### src/rtl/spi_slave_shifter.sv
// SPI mode-0 slave word engine oversampled by clk: MOSI deserialiser with valid/ready output,
// MISO serialiser fed from a valid/ready source. Inputs arrive already filtered in the clk domain.
module spi_slave_shifter #(
  parameter int DATA_WIDTH = 8
) (
  input  logic                  clk,
  input  logic                  rst,
  input  logic                  sclk_i,
  input  logic                  mosi_i,
  input  logic                  cs_n_i,
  output logic                  miso_o,
  output logic [DATA_WIDTH-1:0] rx_data,
  output logic                  rx_valid,
  input  logic                  rx_ready,
  input  logic [DATA_WIDTH-1:0] tx_data,
  input  logic                  tx_valid,
  output logic                  tx_ready,
  output logic                  busy,
  output logic                  overrun,
  output logic                  underrun,
  output logic                  frame_err
);

  localparam int CW = $clog2(DATA_WIDTH + 1);

  typedef enum logic [1:0] {SYNC = 2'd0, IDLE = 2'd1, ACTIVE = 2'd2} state_e;

  state_e                state_q, state_d;
  logic                  sclk_prev_q;
  logic [CW-1:0]         bit_cnt_q, bit_cnt_d;
  logic [DATA_WIDTH-1:0] rx_shift_q, rx_shift_d;
  logic [DATA_WIDTH-1:0] tx_shift_q, tx_shift_d;
  logic                  load_pending_q, load_pending_d;
  logic                  miso_q, miso_d;
  logic [DATA_WIDTH-1:0] rx_data_q, rx_data_d;
  logic                  rx_valid_q, rx_valid_d;
  logic                  overrun_q, overrun_d;
  logic                  underrun_q, underrun_d;
  logic                  frame_err_q, frame_err_d;
  logic                  rise, fall, do_load;

  assign rise = sclk_i & ~sclk_prev_q;
  assign fall = ~sclk_i & sclk_prev_q;

  always_comb begin
    state_d        = state_q;
    bit_cnt_d      = bit_cnt_q;
    rx_shift_d     = rx_shift_q;
    tx_shift_d     = tx_shift_q;
    load_pending_d = load_pending_q;
    miso_d         = miso_q;
    rx_data_d      = rx_data_q;
    rx_valid_d     = rx_valid_q;
    overrun_d      = 1'b0;
    underrun_d     = 1'b0;
    frame_err_d    = 1'b0;
    tx_ready       = 1'b0;
    do_load        = 1'b0;

    if (rx_valid_q && rx_ready) rx_valid_d = 1'b0;

    case (state_q)
      SYNC: begin
        // Never join a frame already in progress when coming out of reset.
        if (cs_n_i) state_d = IDLE;
      end
      IDLE: begin
        bit_cnt_d      = '0;
        load_pending_d = 1'b0;
        if (!cs_n_i) begin
          do_load = 1'b1;
          state_d = ACTIVE;
        end
      end
      ACTIVE: begin
        if (cs_n_i) begin
          state_d        = IDLE;
          bit_cnt_d      = '0;
          rx_shift_d     = '0;
          load_pending_d = 1'b0;
          frame_err_d    = (bit_cnt_q != '0);
        end else if (rise) begin
          rx_shift_d = {rx_shift_q[DATA_WIDTH-2:0], mosi_i};
          if (bit_cnt_q == CW'(DATA_WIDTH - 1)) begin
            bit_cnt_d      = '0;
            load_pending_d = 1'b1;
            if (!rx_valid_q || rx_ready) begin
              rx_data_d  = {rx_shift_q[DATA_WIDTH-2:0], mosi_i};
              rx_valid_d = 1'b1;
            end else begin
              overrun_d = 1'b1;
            end
          end else begin
            bit_cnt_d = bit_cnt_q + CW'(1);
          end
        end else if (fall) begin
          // The next word is fetched on the fall that follows the last sampling rise.
          if (load_pending_q) begin
            do_load        = 1'b1;
            load_pending_d = 1'b0;
          end else begin
            tx_shift_d = tx_shift_q << 1;
            miso_d     = tx_shift_q[DATA_WIDTH-2];
          end
        end
      end
      default: state_d = SYNC;
    endcase

    if (do_load) begin
      if (tx_valid) begin
        tx_shift_d = tx_data;
        miso_d     = tx_data[DATA_WIDTH-1];
        tx_ready   = 1'b1;
      end else begin
        tx_shift_d = '0;
        miso_d     = 1'b0;
        underrun_d = 1'b1;
      end
    end
  end

  always_ff @(posedge clk) begin
    if (rst) begin
      state_q        <= SYNC;
      sclk_prev_q    <= 1'b0;
      bit_cnt_q      <= '0;
      rx_shift_q     <= '0;
      tx_shift_q     <= '0;
      load_pending_q <= 1'b0;
      miso_q         <= 1'b0;
      rx_data_q      <= '0;
      rx_valid_q     <= 1'b0;
      overrun_q      <= 1'b0;
      underrun_q     <= 1'b0;
      frame_err_q    <= 1'b0;
    end else begin
      state_q        <= state_d;
      sclk_prev_q    <= sclk_i;
      bit_cnt_q      <= bit_cnt_d;
      rx_shift_q     <= rx_shift_d;
      tx_shift_q     <= tx_shift_d;
      load_pending_q <= load_pending_d;
      miso_q         <= miso_d;
      rx_data_q      <= rx_data_d;
      rx_valid_q     <= rx_valid_d;
      overrun_q      <= overrun_d;
      underrun_q     <= underrun_d;
      frame_err_q    <= frame_err_d;
    end
  end

  assign miso_o    = miso_q;
  assign rx_data   = rx_data_q;
  assign rx_valid  = rx_valid_q;
  assign busy      = (state_q == ACTIVE);
  assign overrun   = overrun_q;
  assign underrun  = underrun_q;
  assign frame_err = frame_err_q;

endmodule

### config.mk
export PLATFORM = sky130hd
export DESIGN_NAME = spi_slave_shifter
export DESIGN_NICKNAME = d
export VERILOG_FILES = /design/src/rtl/spi_slave_shifter.sv
export SDC_FILE = /design/constraint.sdc
export NUM_CORES = 1
export LEC_CHECK = 0
export ABC_AREA = 1
export BUFFER_PORTS_ARGS = -buffer_cell sky130_fd_sc_hd__buf_2
export CAP_MARGIN = 30
export CORE_AREA = 2 2 45 89
export CTS_CLUSTER_SIZE = 30
export DETAILED_ROUTE_END_ITERATION = 6
export DIE_AREA = 0 0 47 91
export PLACE_DENSITY = 0.71
export SYNTH_ARGS = -nofsm -noshare
export SYNTH_HDL_FRONTEND = slang
export SYNTH_SLANG_ARGS = --single-unit
### constraint.sdc
create_clock -name clk -period 1.58 [get_ports clk]
set_clock_uncertainty 0.15 [all_clocks]
set_input_delay 0.316 -clock clk [delete_from_list [all_inputs] [get_ports clk]]
set_output_delay 0.316 -clock clk [all_outputs]
set_load 0.05 [all_outputs]
-- After elaboration in Yosys (flattened, before gate mapping)
Cells that the tools add are included.
- bits in registers: 35
- bits of input ports: 15
- output and inout bits: 15
- word-level logic and storage cells: 96
- $add $sub $neg: 1
- equal/unequal tests: 11
- multiplexer cells: 44
- bitwise logic cells: 9
- reductions and logical operators: 19
- operators with widths (kind ; number):
    2-to-1 mux 7 bit ; 9
    2-to-1 mux 1 bit ; 26
    2-to-1 mux 4 bit ; 3
    AND reduction 5 bit ; 2
    inequality test 2 x 1 -> 1 bit, second input constant ; 4
    case mux 4 bit (2 select lines) ; 1
    nonzero test 2 bit ; 4
    NOT 1 bit ; 7
    AND reduction 2 bit ; 3
    OR reduction 5 bit ; 1
    adder 4 x 1 -> 4 bit, second input constant ; 1
    equality test 4 x 3 -> 1 bit, second input constant ; 1
    2-to-1 mux 2 bit ; 2
    inequality test 4 x 2 -> 1 bit, second input constant ; 1
    inequality test 4 x 3 -> 1 bit, second input constant ; 1
    case mux 1 bit (2 select lines) ; 2
    case mux 2 bit (2 select lines) ; 1
    nonzero test 4 bit ; 1
    OR reduction 2 bit ; 2
    inequality test 3 x 2 -> 1 bit, second input constant ; 1
    AND reduction 3 bit ; 1
    OR reduction 3 bit ; 1
    AND 1 bit ; 2
    equality test 2 x 1 -> 1 bit, second input constant ; 1
    6 further kinds ; 6

-- Longest topological paths before layout
Gate-level depths: netlist of run 1.
- depth after elaboration: 8
- gate-level depth with buffers: 11
- mapped depth without buffers: 11

-- Least setup slack after synthesis of run 1
No wires, ideal clock.
- path type: flip-flop to output port
- from: register state_q[0]
- to: output port tx_ready
- arrival time: 2.174 ns
- required time: 1.114 ns
- setup slack: -1.060 ns
- cell stages (with the launch flop): 8
- buffers on the path: 1
- path through: dfxtp_1 -> inv_1 -> ha_1 -> nand3_2 -> nand2_4 -> nand2_4 -> buf_6 -> nor2_1
- longest elaborated chain between the ends: 3
- elaborated cells between the ends (all ways): 4
- those cells by class: eq/ne: 2; mux: 2
- ends and longest elaborated chain (element ; RTL line ; text):
    start, declared ; 28 ; state_e state_q, state_d;
    start signal, assigned ; 138 ; state_q <= state_d;
    equality test 2 bit ; - ;
    via busy ; 18 ; output logic busy,
    case mux 1 bit (2 select lines) ; 62 ; case (state_q)
    2-to-1 mux 1 bit ; 110 ; if (do_load) begin
    end, declared ; 17 ; output logic tx_ready,
The timed path passes the listed nets, and every way through them passes these cells.

-- Worst setup path after layout of run 1
- from: register sclk_prev_q
- to: output port tx_ready
- longest elaborated chain between the ends: 6
- elaborated cells between the ends (all ways): 8
- those cells by class: mux: 5; bitwise: 3
- ends and longest elaborated chain (element ; RTL line ; text):
    start, declared ; 29 ; logic sclk_prev_q;
    start signal, assigned ; 139 ; sclk_prev_q <= sclk_i;
    AND 1 bit or NOT 1 bit (tied branches) ; 43, 42 ;
    2-to-1 mux 1 bit or AND 1 bit (tied branches) ; 96, 42 ;
    2-to-1 mux 1 bit (*) ; 82 ; end else if (rise) begin
    2-to-1 mux 1 bit (*) ; 76 ; if (cs_n_i) begin
    case mux 1 bit (2 select lines) (*) ; 62 ;
    2-to-1 mux 1 bit (*) ; 110 ;
Mark *: on every way between the ends. The rest lies on a longest branch, timed or not.

==> results of run 1 <==
-- critical path: cells and delay by family, from the launching register on --
kind / cells / cell delay (ns)
flip-flops: 1 / 0.33
adder cells (fa/ha/maj): 1 / 0.17
buffers and inverters: 2 / 0.19
AND/OR/NAND/NOR: 5 / 0.38
-- power groups by stage --
stage	clock network, W	registers, W	logic (W)
6_report	0.000655	0.00107	0.00176
5_1_grt	0.000708	0.00108	0.00189
4_1_cts	0.000669	0.00106	0.00149
3_5_place_dp	0	0.00106	0.00122
3_3_place_gp	0	0.00106	0.00121
2_1_floorplan	0	0.00108	0.000743
-- layout make-up --
cell class | count | area [um2]
multi-input cells | 155 | 1150
fillers | 288 | 993
flip-flops and latches | 35 | 709
repair buffers | 62 | 459
inverters | 25 | 104
clock buffers | 6 | 82.6
well taps | 49 | 61.3
clock inverters | 1 | 5.00
-- routing by layer --
layer,up-vias,share of wire [%]
met3,11,4.0
met4,0,2.8
met5,-,0
met1,821,35
li1,848,-
met2,48,59
-- final timing paths --
kind,start,end,slack [ns]
worst max-delay path,sclk_prev_q,tx_ready,-0.25
worst min register to register,rx_data[2],rx_data[2],0.32
worst min-delay path,mosi_i,rx_data[0],0.14
worst max register to register,state_q[0],tx_shift_q[2],-0.08
-- layout by cell type, fill, tap and decap left out, types with 11 or more instances in the layout --
cell type,synthesis,final
a21oi_2,0,15
buf_2,0,27
buf_4,1,22
buf_6,2,11
dfxtp_1,35,32
inv_1,22,18
nand2_1,51,33
nand2_2,0,14
nor2_1,16,11
-- what timing repair did --
action	4_1_cts	5_1_grt
pin swaps	10	27
hold buffers	0	0
setup buffers	5	5
endpoints found under the setup margin	16	34
resized for setup	32	75
cloned	1	1
-- flip-flops by register name, summed over array words and instances, names as in the netlist, 2 cells and up --
| name | flops |
|---|---|
| bit_cnt_q | 4 |
| rx_data | 8 |
| rx_shift_q | 7 |
| state_q | 2 |
| tx_shift_q | 7 |
-- kinds of logic (layout without fill, tap and decap cells) --
logic type	after synthesis	count (layout)	share of synthesized area [%]
simple gates	107	108	31.6
compound gates	38	38	11.9
flops	35	35	41.4
buf+inv	33	94	8.43
fa+ha+maj	9	9	6.66
-- metrics by stage --
step / setup slack (ns) / TNS (ns)
after global placement: -0.226 / -1.15
after global routing: -0.345 / -3.54
after CTS: -0.250 / -0.471
after floorplan: -0.280 / -0.349
after detailed placement: -0.252 / -1.68
final: -0.247 / -1.50
-- synthesized netlist by cell type --
library cell / number
nor2_4: 2
buf_4: 1
o21ai_1: 3
nor3b_1: 1
a211oi_1: 3
nand3_2: 1
buf_6: 2
inv_2: 1
nor3_1: 3
nor2_1: 16
nand3b_1: 7
nand2_4: 3
nand3_4: 1
dfxtp_1: 35
nand3_1: 11
o21ai_2: 1
inv_1: 22
clkbuf_1: 4
nand4_1: 9
ha_1: 9
buf_1: 1
nor2_2: 2
o21ai_0: 9
a21oi_1: 22
clkinv_1: 2
nand2_1: 51
==> results.md, run 1 <==
* Routed via count at 1728
* Clk Latency, worst-skew pair at 0.29 ns
* Critical path arrival at 1.36 ns
* Post-layout util at 72.2%
* Die height at 91 um
* Largest net degree at the start of global routing at 24
* FF+latch count, synth at 35
* Share of cells above drive strength 1 at 53.9%
* N_diodes at 0
* Port bufs at 29
* # H-tree levels at 2
* Critical path class: reg2out
* GR Util All Layers at 21.0%
* Rel. slew slack at 77.6%
* Global-route wire length before repair at 6680 um
* Met2 usage at 37.8%
* Full die area at 4280 um2
* Initial antenna violation count at 0
* Clock root cell: clkbuf_8
* Switch share at 38.0%
* Clk sinks at 35
* Gr busiest metal: met2
* Grt met3 use at 4.57%
* Biggest area consumer among synthesized cells: dfxtp_1
* DRC Markers at 0
* Synthesis Warnings at 0
* DIE WIDTH at 47 um
* Critical path's slowest cell: dfxtp_2
* TritonCTS Buffers at 5
* CTS tree: yes
* Overall power at 0.00348 W
* Row count at 31
* Ports at 30
* Worst vdd ir at 0.000945 V
* Post-route cell area at 2570 um2
* Mapped Cells at 222
* Highest Clock Rate at 0.547 GHz
* Depth of the worst register-to-register path at 10
* Hold Path Cell Cnt at 3
* Vias per cell at 5.19
* Clock Power Share at 18.8%
* RSZ-0062 raised after global routing: true
* Synth Cell Area at 1690 um2
* Hold WS at 0.141 ns
* DP Wirelength at 2820 um
* Crit. End Element: output port
* DRT antenna net count at 0
* Final nets at 308
* Psw at 0.00132 W
* Vias in the first global route at 1592
* Internal power at 0.00216 W
* HP Class: in2reg
* Register area share after synthesis at 41.4%
* Mapped Nets at 246
* Critical Path RT at 1.11 ns
* Initial core utilization at 47.4%
* Distinct cells, synth at 26
* CP cell instances: inv_1 > ha_2 > nor2_2 > nand3_2 > nand2_4 > nand2_4 > nor2_4 > buf_6
* Max incr delay on CP at 0.33 ns
* Gpl congestion at 0.769
* Most numerous cell on the critical path: nand2_4
* Placed cells at 317
* Routing usage on met1 at 21.0%
* Min Tclk post-route at 1.83 ns
* Clock-pin transition on the worst setup and hold timing paths at 0.07 ns
* Synth top area share at 41.4%
* Worst setup SP type: flop
* Final period utilization at 116%
* Failing checks: setup timing
* Wirelength per Cell at 13.7 um
* PnR worst setup slack at -0.247 ns
* Least-Margin Pin Slew at 0.336 ns
* Clock Path Buffers at 2
* Sequential share of power at 30.7%
* GR Overflow Total at 0
* Core area at 3570 um2
* Leakage dissipation at 1.11 nW
* DP Area at 2070 um2
* Max-cap violations at 0
* Gate power share at 50.5%
* Slew Viols, Final at 0
* Setup violators final at 28
* Finished Layout Cells at 333
* Initial DRC Count at 28
* PD cells at 1350 nW/um2
* Area contributors post-synth: dfxtp_1 41%, nand2_1 11%, ha_1 6.7%
* Worst-path fanout max at 2
* Final WL at 4550 um
* 1st-pass router iterations at 4
* Syn_area_per_cell at 7.62 um2
* Final hold viol count at 0
* Status: finished, violations left
* Area grow syn2layout at 52.2%
No activity file was read; power rests on OpenSTA's default activity.
==> run 2: changes to the inputs <==
- CORE_AREA: 2 2 45 89 -> 2 2 42 83
- CTS_CLUSTER_DIAMETER: not set -> 80
- DIE_AREA: 0 0 47 91 -> 0 0 44 85
- PLACE_DENSITY: 0.71 -> 0.78
- clock period: 1.58 -> 2.18 ns (I/O delays scaled with it)
==> results.md, run 2 (synthesis results as in run 1) <==
* Worst-path fanout max at 7
* Worst vdd ir at 0.000686 V
* DRT antenna net count at 0
* Crit. End Element: output port
* Hold Startpoint: sclk_i
* Die height at 85 um
* Least-Margin Pin Slew at 0.495 ns
* Final nets at 282
* Share of cells above drive strength 1 at 22.0%
* Area grow syn2layout at 18.8%
* Full die area at 3740 um2
* Post-route cell area at 2010 um2
* Final WL at 3410 um
* Flop2flop setup slack at 0.35 ns
* Worst r2r dst: bit_cnt_q[3]
* RR Startpoint: state_q[0]
* Clock Path Buffers at 2
* Initial DRC Count at 31
* DP Area at 1900 um2
* Port bufs at 29
* # H-tree levels at 2
* Slew Viols, Final at 0
* Largest register FFs at 8
* Worst setup SP type: flop
* Highest Clock Rate at 0.478 GHz
* Hold EP: sclk_prev_q
* RSZ-0062 raised after global routing: false
* Largest net degree at the start of global routing at 24
* Max-cap violations at 0
* CTS tree: yes
* Clock-pin transition on the worst setup and hold timing paths at 0.07 ns
* Clk Latency, worst-skew pair at 0.29 ns
* Critical Path RT at 1.59 ns
* Status: completed
* DIE WIDTH at 44 um
* Global-route wire length before repair at 5530 um
* DRC Markers at 0
* Final hold viol count at 0
* Gpl congestion at 0.783
* Wirelength per Cell at 11.7 um
* Vias per cell at 5.32
* Clk sinks at 35
* 1st-pass router iterations at 4
* Setup violators final at 0
* N_diodes at 0
* Clock root cell: clkbuf_8
* Post-route setup TNS at 0 ns
* Postcts setup bufs at 0
* Final period utilization at 95.9%
* Initial core utilization at 54.2%
* Ports at 30
* Min Tclk post-route at 2.09 ns
* Overall power at 0.00197 W
* Most frequent cells in the layout: 51 x nand2_1, 35 x dfxtp_1, 28 x buf_2, 22 x inv_1, 22 x a21oi_1
* Initial antenna violation count at 0
* GR Overflow Total at 0
* Hold WS at 0.242 ns
* Row count at 29
* Vias in the first global route at 1381
* GR Util All Layers at 19.7%
* Routed via count at 1543
* Hold Path Cell Cnt at 3
* Critical path arrival at 1.51 ns
* TritonCTS Buffers at 5
* Critical path class: reg2out
* DP Wirelength at 2600 um
* Core area at 3120 um2
* Rel. slew slack at 66.8%
* Leakage dissipation at 0.922 nW
* HP Class: in2reg
* PD cells at 981 nW/um2
* Depth of the worst register-to-register path at 8
* Commonest non-fill, non-tap cell in the layout: nand2_1
[run 2: changes by cell type in the layout (fill, tap and decap cells not counted), sizes merged]
cell / change
buf: -25
clkbuf: +2
clkinv: -1
nand3: -1
[run 2: where the power goes]
part | switching (W) | internal (W) | total (W)
Sequential | 0.0000438 | 0.000709 | 0.000752
Clock | 0.000222 | 0.000288 | 0.000510
Combinational | 0.000456 | 0.000253 | 0.000709
[run 2: how the worst max path moves through the flow]
stage	startpoint	to	depth (start not counted)	slack, ns
finish	state_q[0]	tx_ready	7	0.09
global route	sclk_prev_q	tx_ready	8	0.006
CTS	state_q[0]	tx_ready	7	0.02
detailed placement	sclk_i	tx_ready	8	0.15
global placement	sclk_i	tx_ready	8	0.16
floorplan	state_q[0]	tx_ready	7	0.04
[run 2: layer usage]
metal	track usage (%)	wire [um]	up-vias
met4	10.7	86	0
li1	-	-	800
met3	4.68	120	6
met5	0	0	-
met2	36.0	1870	26
met1	18.8	1330	711
[run 2: layout make-up]
type                            count  area, um2
Fill cell                         287       1110
Multi-Input combinational cell    154        868
Sequential cell                    35        701
Timing Repair Buffer               37        208
Clock buffer                        8        100
Inverter                           25       93.8
Tap cell                           31       38.8
[run 2: per-stage QoR]
stage          utilization (%)  worst slack [ns]  instances
6_report                  64.4            0.0889        290
5_1_grt                   64.4           0.00636        290
4_1_cts                   64.1            0.0159        290
3_5_place_dp              60.8             0.147        282
3_3_place_gp              60.8             0.162        282
2_1_floorplan                -            0.0355        222
[run 2: worst max-delay path, stage by stage, from the launching register on]
cell and delay [ns]:
dfxtp_1 0.34, inv_1 0.15, ha_4 0.21, nand3_2 0.11
nand2_4 0.08, nand2_4 0.05, nor2_4 0.06, buf_4 0.19
[run 2: repair_timing]
item                       in CTS  in global routing
setup endpoints to repair       1                  1
hold buffers                    0                  0
gates resized for setup         1                  1
